$ cat src/rtl/wb_bus16to8.sv
// Wishbone 16-to-8 width converter: splits one byte-selected 16-bit access into
// up to two byte cycles, reassembles read data and returns a single ack.
module wb_bus16to8 #(
  parameter int unsigned TIMEOUT = 255
) (
  input  logic        wb_clk_i,
  input  logic        sys_rst,
  input  logic [19:1] wbs_adr_i,
  input  logic [15:0] wbs_dat_i,
  output logic [15:0] wbs_dat_o,
  input  logic [1:0]  wbs_sel_i,
  input  logic        wbs_tga_i,
  input  logic        wbs_stb_i,
  input  logic        wbs_cyc_i,
  input  logic        wbs_we_i,
  output logic        wbs_ack_o,
  output logic [19:0] wbm_adr_o,
  output logic [7:0]  wbm_dat_o,
  input  logic [7:0]  wbm_dat_i,
  output logic        wbm_tga_o,
  output logic        wbm_we_o,
  output logic        wbm_stb_o,
  output logic        wbm_cyc_o,
  input  logic        wbm_ack_i
);
  localparam int CW = (TIMEOUT > 0) ? $clog2(TIMEOUT + 1) : 1;

  typedef enum logic [2:0] {IDLE, LO, GAP, HI, DONE} state_e;

  typedef struct packed {
    logic [19:1] adr;
    logic [15:0] dat;
    logic [1:0]  sel;
  } req_t;

  state_e        state_q, state_d;
  req_t          req_q, req_d;
  logic [CW-1:0] cnt_q, cnt_d;
  logic [15:0]   rdat_q, rdat_d;
  logic          ack_q, ack_d;
  logic [19:0]   madr_q, madr_d;
  logic [7:0]    mdat_q, mdat_d;
  logic          tga_q, tga_d, we_q, we_d, stb_q, stb_d;
  logic          tmo;

  // Expires on the last allowed wait cycle; a same-cycle ack still takes priority.
  if (TIMEOUT > 0) begin : g_tmo
    assign tmo = stb_q && !wbm_ack_i && (cnt_q == CW'(TIMEOUT - 1));
  end else begin : g_no_tmo
    assign tmo = 1'b0;
  end

  always_comb begin
    state_d = state_q;
    req_d   = req_q;
    cnt_d   = cnt_q;
    rdat_d  = rdat_q;
    ack_d   = 1'b0;
    madr_d  = madr_q;
    mdat_d  = mdat_q;
    tga_d   = tga_q;
    we_d    = we_q;
    stb_d   = stb_q;
    unique case (state_q)
      IDLE: begin
        if (wbs_stb_i && wbs_cyc_i) begin
          req_d  = '{adr: wbs_adr_i, dat: wbs_dat_i, sel: wbs_sel_i};
          we_d   = wbs_we_i;
          tga_d  = wbs_tga_i;
          rdat_d = 16'h0000;
          cnt_d  = '0;
          if (wbs_sel_i[0]) begin
            state_d = LO;
            madr_d  = {wbs_adr_i, 1'b0};
            mdat_d  = wbs_dat_i[7:0];
            stb_d   = 1'b1;
          end else if (wbs_sel_i[1]) begin
            state_d = HI;
            madr_d  = {wbs_adr_i, 1'b1};
            mdat_d  = wbs_dat_i[15:8];
            stb_d   = 1'b1;
          end else begin
            state_d = DONE;
            ack_d   = 1'b1;
          end
        end
      end
      LO, HI: begin
        if (!wbs_cyc_i) begin
          stb_d   = 1'b0;
          state_d = IDLE;
        end else if (wbm_ack_i || tmo) begin
          stb_d = 1'b0;
          if (!we_q) begin
            if (state_q == LO) rdat_d[7:0]  = wbm_ack_i ? wbm_dat_i : 8'hFF;
            else               rdat_d[15:8] = wbm_ack_i ? wbm_dat_i : 8'hFF;
          end
          if (state_q == LO && req_q.sel[1] && wbm_ack_i) begin
            state_d = GAP;
          end else begin
            state_d = DONE;
            ack_d   = 1'b1;
          end
        end else begin
          cnt_d = cnt_q + 1'b1;
        end
      end
      GAP: begin
        if (!wbs_cyc_i) begin
          state_d = IDLE;
        end else begin
          state_d = HI;
          madr_d  = {req_q.adr, 1'b1};
          mdat_d  = req_q.dat[15:8];
          stb_d   = 1'b1;
          cnt_d   = '0;
        end
      end
      DONE:    state_d = IDLE;
      default: state_d = IDLE;
    endcase
  end

  always_ff @(posedge wb_clk_i or posedge sys_rst) begin
    if (sys_rst) begin
      state_q <= IDLE;
      req_q   <= '0;
      cnt_q   <= '0;
      rdat_q  <= '0;
      ack_q   <= 1'b0;
      madr_q  <= '0;
      mdat_q  <= '0;
      tga_q   <= 1'b0;
      we_q    <= 1'b0;
      stb_q   <= 1'b0;
    end else begin
      state_q <= state_d;
      req_q   <= req_d;
      cnt_q   <= cnt_d;
      rdat_q  <= rdat_d;
      ack_q   <= ack_d;
      madr_q  <= madr_d;
      mdat_q  <= mdat_d;
      tga_q   <= tga_d;
      we_q    <= we_d;
      stb_q   <= stb_d;
    end
  end

  assign wbs_dat_o = rdat_q;
  assign wbs_ack_o = ack_q;
  assign wbm_adr_o = madr_q;
  assign wbm_dat_o = mdat_q;
  assign wbm_tga_o = tga_q;
  assign wbm_we_o  = we_q;
  assign wbm_stb_o = stb_q;
  assign wbm_cyc_o = stb_q;
endmodule

$ cat config.mk
export PLATFORM = sky130hd
export DESIGN_NAME = wb_bus16to8
export DESIGN_NICKNAME = d
export VERILOG_FILES = /design/src/rtl/wb_bus16to8.sv
export SDC_FILE = /design/constraint.sdc
export NUM_CORES = 1
export LEC_CHECK = 0
export ABC_AREA = 1
export CAP_MARGIN = 20
export CORE_MARGIN = 2
export CORE_UTILIZATION = 34
export DETAILED_ROUTE_END_ITERATION = 8
export PLACE_DENSITY_LB_ADDON = 0.1
export SKIP_LAST_GASP = 1
export SLEW_MARGIN = 20
export SYNTH_ARGS = -nofsm -noshare
export SYNTH_HDL_FRONTEND = slang
export SYNTH_SLANG_ARGS = --single-unit
export TNS_END_PERCENT = 20
$ cat constraint.sdc
create_clock -name wb_clk_i -period 2.3 [get_ports wb_clk_i]
set_input_delay 0.23 -clock wb_clk_i [delete_from_list [all_inputs] [get_ports wb_clk_i]]
set_output_delay 0.23 -clock wb_clk_i [all_outputs]
set_load 0.005 [all_outputs]
# Word-level counts from Yosys, hierarchy flattened
# Index checks and enable logic that the tools add are counted.
# op_classes
n_addsub,1
n_eq_ne,14
n_mux,45
n_reduce_logical,19
# op_table
op,count
two-way mux 8 bit,11
two-way mux 20 bit,4
two-way mux 16 bit,4
one-hot mux 20 bit (2 select lines),1
one-hot mux 16 bit (2 select lines),1
one-hot mux 8 bit (3 select lines),1
two-way mux 3 bit,6
inequality test 2 bit (second input constant),8
one-hot mux 8 bit (2 select lines),1
two-way mux 1 bit,12
AND reduction 6 bit,2
AND reduction 5 bit,2
one-hot mux 3 bit (3 select lines),1
adder 8 x 1 -> 8 bit (second input constant),1
equality test 8 bit (second input constant),1
equality test 3 x 2 -> 1 bit (second input constant),2
inequality test 3 bit (second input constant),2
logical AND 1 bit,5
AND reduction 2 bit,2
AND reduction 4 bit,1
nonzero test 2 bit,2
equality test 3 x 1 -> 1 bit (second input constant),1
logical NOT 3 bit,1
one-hot mux 1 bit (3 select lines),1
other kinds (6),6
# totals
ff_bits,96
in_bits,52
output_inout_bits,49
wordCells,92

# Longest topological paths before layout
# Gate-level depths: netlist (run 1).
# depth
ltp_word,7
ltp_mapped,11
ltp_nobuf,10

# Least setup slack after synthesis (run 1)
# No wires, ideal clock.
# synth_timing
path_kind,register to register
from,reg cnt_q[0]
to,"reg rdat_q[0], in the netlist wbs_dat_o[0]"
setup_ns,0.117
arrival_ns,1.285
required_ns,2.183
slack_ns,0.898
path_stages_with_launch,10
n_path_buf,1
period_less_slack_ns,1.402
cell_sequence,dfrtp_1 -> inv_1 -> ha_1 -> nand2_1 -> nor2_1 -> nand2_1 -> nand3_2 -> buf_2 -> nand4_1 -> nand2_1
# synth_via
elab_chain_cells,5
# synth_rtl
element,line,source
"start, declared",38,"logic [CW-1:0] cnt_q, cnt_d;"
"start signal, assigned",139,cnt_q <= cnt_d;
equality test 8 bit,48,assign tmo = stb_q && !wbm_ack_i && (cnt_q == CW'(TIMEOUT - 1));
logical AND 1 bit,48,
logical OR 1 bit,92,end else if (wbm_ack_i || tmo) begin
inequality test 2 bit (no line),--,
AND reduction 6 bit (no line),--,
"end signal, assigned",140,rdat_q <= rdat_d;
"end, declared",39,"logic [15:0] rdat_q, rdat_d;"
# Every way passes these cells.
# A chain may end at the register's enable or synchronous reset.

# Final worst setup path (run 1)
# layout_timing
from,reg state_q[2]
to,"reg rdat_q[12], in the netlist wbs_dat_o[12]"
# layout_via
elab_chain_cells,4
elab_cells_between_ends,12
classes_between,7 x eq/ne; 1 x mux; 4 x reduce/logical
# layout_rtl
element,line,source
"start, declared",36,"state_e state_q, state_d;"
"start signal, assigned",137,state_q <= state_d;
equality test 3 x 1 -> 1 bit / equality test 3 x 2 -> 1 bit (equally long branches),"64, 95",
OR reduction 2 bit,64,unique case (state_q)
inequality test 2 bit (no line) / nonzero test 2 bit (equally long branches),--,
AND reduction 6 bit (no line),--,
# Parallel ways exist; a longest one is shown, timed or not.

==> flow_metrics.py, run 1 <==
metrics = {
    "status": {
        "outcome": "completed",
    },
    "layout": {
        "fin_area_um2": 5610,
        "final_nets": 647,
        "multi_input_area_um2": 1620,
        "antennaDiodeCount": 0,
        "layout_common_cells": "136 x nand2_1, 100 x clkdlybuf4s50_1, 87 x dfrtp_1",
        "final_cells": 745,
        "area_growth_syn_to_layout_pct": 36.8,
        "fill_cells": 1163,
        "ff_latch_area_um2": 2180,
        "layout-drive-gt1-share": 0.0702,
        "final_common_cell": "nand2_1",
    },
    "timing": {
        "fin_ws_ns": 0.464,
        "slew-limit-headroom": 0.533,
        "finalSetupTns_ns": 0,
        "rsz0062_at_grt": "no",
        "slew_violations": 0,
        "timing.hold.ws_ns": 0.337,
        "fin_skew_ns": 0.00513,
        "setup_violations": 0,
        "fmax_mhz": 545,
        "period_needed_ns": 1.84,
        "hold_viol_final": 0,
        "tightest_slew_ns": 0.698,
        "min_period_over_period": 0.798,
    },
    "die": {
        "die_h_um": 114,
        "fp.dieW_um": 114,
        "die_area_um2": 13000,
        "ioPinCount": 101,
        "core_area_um2": 11900,
        "start_util": 0.345,
        "row_count": 40,
    },
    "hold_path": {
        "min_path_type": "input pin to asynchronous set/reset pin",
    },
    "global_routing": {
        "first_global_vias": 3314,
        "grt_start_max_net_pins": 61,
        "grt_pass1_wl_um": 16300,
        "grt_overflow": 0,
        "grt_usage": 0.160,
        "antenna_found_initial": 0,
    },
    "setup_path": {
        "cpMostUsedCell": "nand2_1",
        "cp_top_family": "simple AND/OR/NAND/NOR gates",
        "crit_path_top_delay_cell": "o21ai_4",
        "start_kind": "register",
        "required_ns": 2.53,
        "crit_fanout": 18,
        "path_buf_inv": 1,
        "cpPeakStageDelay_ns": 0.50,
        "crit_chain": "inv_2 > nand2_1 > o21ai_4 > nand3_2 > nand2_1 > nand2_1",
        "cp.arrival_ns": 2.07,
        "crit_type": "register to register",
        "critPathCaptureType": "register",
    },
    "route": {
        "drt-total-wl_um": 9680,
        "drc": 0,
        "dr.pass1.iters": 4,
        "antenna_left": 0,
        "via_count": 3494,
        "drt_iter0_drc": 145,
        "vias_per_cell": 4.69,
        "wl_per_cell_um": 13.0,
    },
    "placed_design": {
        "port_buffers": 100,
        "dp_hpwl_um": 6660,
        "place_inst": 729,
        "placed_area_um2": 5240,
        "gp_congestion": 0.818,
        "preCtsSetupSlack_ns": 0.429,
    },
    "clock_network": {
        "cts_root_buf": "clkbuf_16",
        "cts_sinks": 87,
        "clkLatencyLatePin_ns": 0.34,
        "post-cts-setup-buffers": 0,
        "postCtsHoldBufs": 0,
        "clock_path_buffers": 2,
        "htree_levels": 3,
        "cts_made_buffers": 9,
        "cts_tree": "yes",
        "clk_pin_slew_ns": 0.06,
        "ctsResizeCount": 0,
    },
    "flow_run": {
        "max_cap_violations": 0,
    },
    "pwr": {
        "power.leakage_nw": 2.64,
        "power_density_nw_per_um2": 1280,
        "ir_worst_vdd_mv": 0.507,
    },
    "synthesis": {
        "synth_cells": 501,
        "syn_area_per_cell_um2": 8.19,
        "synth_warnings": 0,
        "syn_nets": 555,
        "yosysUniqueCellTypes": 26,
        "netlist_area_um2": 4100,
        "synth_seq_area_share": 0.530,
        "ys_ff_latch": 87,
    },
}
==> flip-flops by register name (all words and copies together) (netlist names) <==
register	flops
req_q	28
wbm_adr_o	20
wbs_dat_o	16
cnt_q	8
wbm_dat_o	8
state_q	3
wbm_cyc_o	1
wbm_tga_o	1
wbm_we_o	1
wbs_ack_o	1
==> cells in the mapped netlist <==
master / number / area, um^2
nand4_1: 17 / 106
nor2_4: 4 / 45.0
o21ai_1: 19 / 95.1
buf_4: 1 / 7.51
clkinv_1: 1 / 3.75
o21ai_2: 2 / 17.5
o21ai_0: 53 / 265
xor2_1: 1 / 8.76
or2_2: 1 / 6.26
buf_6: 5 / 56.3
nand3_2: 6 / 60.1
nand2_2: 2 / 12.5
a21oi_1: 31 / 155
clkbuf_1: 8 / 30.0
dfrtp_1: 87 / 2180
buf_2: 10 / 50.1
nand3_1: 11 / 55.1
nand3b_1: 1 / 7.51
nand2_1: 137 / 514
xnor2_1: 2 / 17.5
nor2_1: 56 / 210
o21ai_4: 1 / 16.3
buf_1: 1 / 3.75
inv_1: 40 / 150
inv_2: 2 / 7.51
ha_1: 2 / 25.0
==> area by class of cell <==
cell class	count	area share
clock inverters	7	0.0259
multi-input cells	346	0.289
clock buffers	9	0.0401
well taps	147	0.0328
inverters	43	0.0294
flip-flops and latches	87	0.388
repair buffers	106	0.195
==> layer usage <==
layer | share of wire | up-vias | global-route usage
met5 | 0 | - | 0
met4 | 0.015 | 0 | 0.0732
met3 | 0.044 | 12 | 0.0356
met2 | 0.46 | 79 | 0.244
met1 | 0.48 | 1604 | 0.217
li1 | - | 1799 | -
==> worst register-to-register path, cell delays in order (launching register included) <==
cell and delay, ns:
dfrtp_1 0.46, inv_2 0.10, nand2_1 0.26, o21ai_4 0.50, nand3_2 0.24, nand2_1 0.11, nand2_1 0.06
==> kinds of logic after synthesis <==
family,synth area share
DFF,0.530
AOI/OAI and AO/OA,0.134
and+or+nand+nor,0.248
adders and majority gates,0.00610
buffers and inverters,0.0753
xor gates and xnor gates,0.00640
==> stage by stage <==
step,power [mW],util
floorplan,4.25,-
global placement,5.37,0.440
detailed placement,5.43,0.440
CTS,7.27,0.471
global route,7.76,0.471
finish,7.17,0.471
==> worst paths after layout <==
kind	start	end	slack [ns]	cells after the start
min	sys_rst	wbm_adr_o[7]$_DFFE_PP0P_	0.34	2
min in group wb_clk_i	wbs_tga_i	wbm_tga_o$_DFFE_PP0P_	0.44	3
max reg2reg	state_q[2]$_DFFE_PP0P_	wbs_dat_o[12]$_DFFE_PP0P_	0.46	6
max	state_q[2]$_DFFE_PP0P_	wbs_dat_o[12]$_DFFE_PP0P_	0.46	6
min reg2reg	wbs_dat_o[9]$_DFFE_PP0P_	wbs_dat_o[9]$_DFFE_PP0P_	0.47	2
max in group asynchronous	sys_rst	req_q[17]$_DFFE_PP0P_	1.37	3
==> power by group <==
group	internal, mW	switching (mW)	total (mW)	leakage (nW)
clock	1.17	0.621	1.80	0.176
sequential	2.16	0.342	2.50	1.08
combinational	1.31	1.56	2.87	1.38
total	4.64	2.53	7.17	2.64
No activity file was read; power rests on OpenSTA's default activity.
==> run 2: changes to the inputs <==
clock period = 1.6 ns   (was 2.3 ns; I/O delays follow)
==> flow_metrics.py, run 2 (same netlist as run 1, synthesis figures left out) <==
metrics = {
    "status": {
        "outcome": "completed",
    },
    "die": {
        "die_area_um2": 13000,
        "row_count": 40,
        "ioPinCount": 101,
        "fp.dieW_um": 114,
        "core_area_um2": 11900,
        "start_util": 0.345,
        "die_h_um": 114,
    },
    "route": {
        "wl_per_cell_um": 12.8,
        "via_count": 3558,
        "vias_per_cell": 4.67,
        "dr.pass1.iters": 6,
        "drt-met1-wl_um": 4910,
        "antenna_left": 0,
        "drt_iter0_drc": 168,
        "route.met3.wl_um": 333,
        "wl_met2_um": 4360,
        "top_layer_used": "met4",
        "drc": 0,
        "drt-total-wl_um": 9780,
    },
    "placed_design": {
        "place_inst": 745,
        "dp_hpwl_um": 6690,
        "port_buffers": 100,
        "gp_congestion": 0.833,
    },
    "setup_path": {
        "r2r_cells": 7,
        "cpPeakStageDelay_ns": 0.45,
        "required_ns": 1.81,
        "crit_type": "register to register",
        "critPathCaptureType": "register",
        "crit_fanout": 42,
        "ff2ff_setup_slack_ns": 0.08,
        "start_kind": "register",
        "crit_chain": "nor2_4 > nand2_2 > o21ai_1 > nand2_2 > buf_12 > nand2_1 > o21ai_0",
        "cpMostUsedCell": "nand2_2",
        "cp.arrival_ns": 1.73,
        "crit_path_top_delay_cell": "dfrtp_1",
    },
    "layout": {
        "top_register": "req_q",
        "final_core_util": 0.478,
        "antennaDiodeCount": 0,
        "layout-drive-gt1-share": 0.0927,
        "final_nets": 664,
        "final_cells": 762,
        "final_common_cell": "nand2_1",
        "largest_reg_flops": 28,
        "area_growth_syn_to_layout_pct": 38.7,
        "layout_common_cells": "135 x nand2_1, 100 x clkdlybuf4s50_1, 87 x dfrtp_1",
    },
    "global_routing": {
        "grt_start_max_net_pins": 88,
        "grt_overflow": 0,
        "grt_pass1_wl_um": 16600,
        "grt_usage": 0.161,
        "first_global_vias": 3431,
        "antenna_found_initial": 0,
    },
    "clock_network": {
        "htree_levels": 3,
        "cts_sinks": 87,
        "cts_made_buffers": 9,
        "cts_root_buf": "clkbuf_16",
        "clk_pin_slew_ns": 0.06,
        "postCtsHoldBufs": 0,
        "clock_path_buffers": 2,
        "cts_tree": "yes",
        "clkLatencyLatePin_ns": 0.33,
    },
    "timing": {
        "slew_violations": 0,
        "rsz0062_at_grt": "yes",
        "fin_skew_ns": 0.00514,
        "setup_violations": 0,
        "period_needed_ns": 1.52,
        "finalSetupTns_ns": 0,
        "min_period_over_period": 0.949,
        "hold_viol_final": 0,
        "fmax_mhz": 659,
        "tightest_slew_ns": 0.477,
        "slew-limit-headroom": 0.682,
    },
    "pwr": {
        "power.leakage_nw": 2.70,
        "ir_worst_vdd_mv": 0.646,
        "power_density_nw_per_um2": 1800,
    },
    "hold_path": {
        "min_path_type": "input pin to asynchronous set/reset pin",
    },
    "flow_run": {
        "max_cap_violations": 0,
    },
}
-- run 2: changes by cell type in the layout (fill, tap and decap cells not counted), sizes merged --
cell	change
buf	+17
bufinv	-2
clkbuf	+3
clkinvlp	-1
-- run 2: what timing repair did --
action / 4_1_cts / 5_1_grt
buffers inserted: 0 / 1
resized for setup: 0 / 2
endpoints found under the setup margin: 0 / 28
-- run 2: final cells by class --
| cell class | instances | area (um^2) |
|---|---|---|
| Multi-Input combinational cell | 346 | 1620 |
| Sequential cell | 87 | 2180 |
| Tap cell | 147 | 184 |
| Fill cell | 1218 | 6220 |
| Timing Repair Buffer | 123 | 1240 |
| Clock inverter | 4 | 70.1 |
| Clock buffer | 12 | 236 |
| Inverter | 43 | 165 |
-- run 2: worst paths after layout --
path	endpoint	from
setup / recovery	wbm_adr_o[11]$_DFFE_PP0P_	state_q[2]$_DFFE_PP0P_
hold / removal	cnt_q[2]$_DFFE_PP0P_	sys_rst
setup reg to reg	wbm_adr_o[11]$_DFFE_PP0P_	state_q[2]$_DFFE_PP0P_
hold reg to reg	wbs_dat_o[3]$_DFFE_PP0P_	wbs_dat_o[3]$_DFFE_PP0P_
max in group asynchronous	wbs_dat_o[15]$_DFFE_PP0P_	sys_rst
min in group wb_clk_i	wbm_tga_o$_DFFE_PP0P_	wbs_tga_i
-- run 2: layer usage --
| metal | track usage | up-vias |
|---|---|---|
| met1 | 0.227 | 1651 |
| met4 | 0.0691 | 0 |
| met2 | 0.244 | 62 |
| met5 | 0 | - |
| li1 | - | 1834 |
| met3 | 0.0292 | 11 |
-- run 2: critical path, delay by kind of cell (launching register included) --
family,cells,cell delay (ns)
compound gates,2,0.24
buf+inv,1,0.18
flops,1,0.45
simple gates,4,0.51
-- run 2: metrics by stage --
| stage | area [um^2] | hold WS, ns | setup WS [ns] | power (mW) |
|---|---|---|---|---|
| detailed placement | 5380 | 0.461 | -0.0461 | 8.08 |
| finish | 5690 | 0.298 | 0.0815 | 10.2 |
| global placement | 5380 | 0.455 | 0.00689 | 8.01 |
| CTS | 5680 | 0.331 | 0.0825 | 10.4 |
| global route | 5690 | 0.373 | -0.0355 | 11.1 |
| floorplan | 4110 | 0.305 | 0.198 | 6.11 |
-- run 2: where the power goes --
group	switching [mW]	leakage, nW	internal (mW)
Clock	0.842	0.151	1.37
Combinational	2.29	1.47	2.14
Sequential	0.506	1.08	3.11
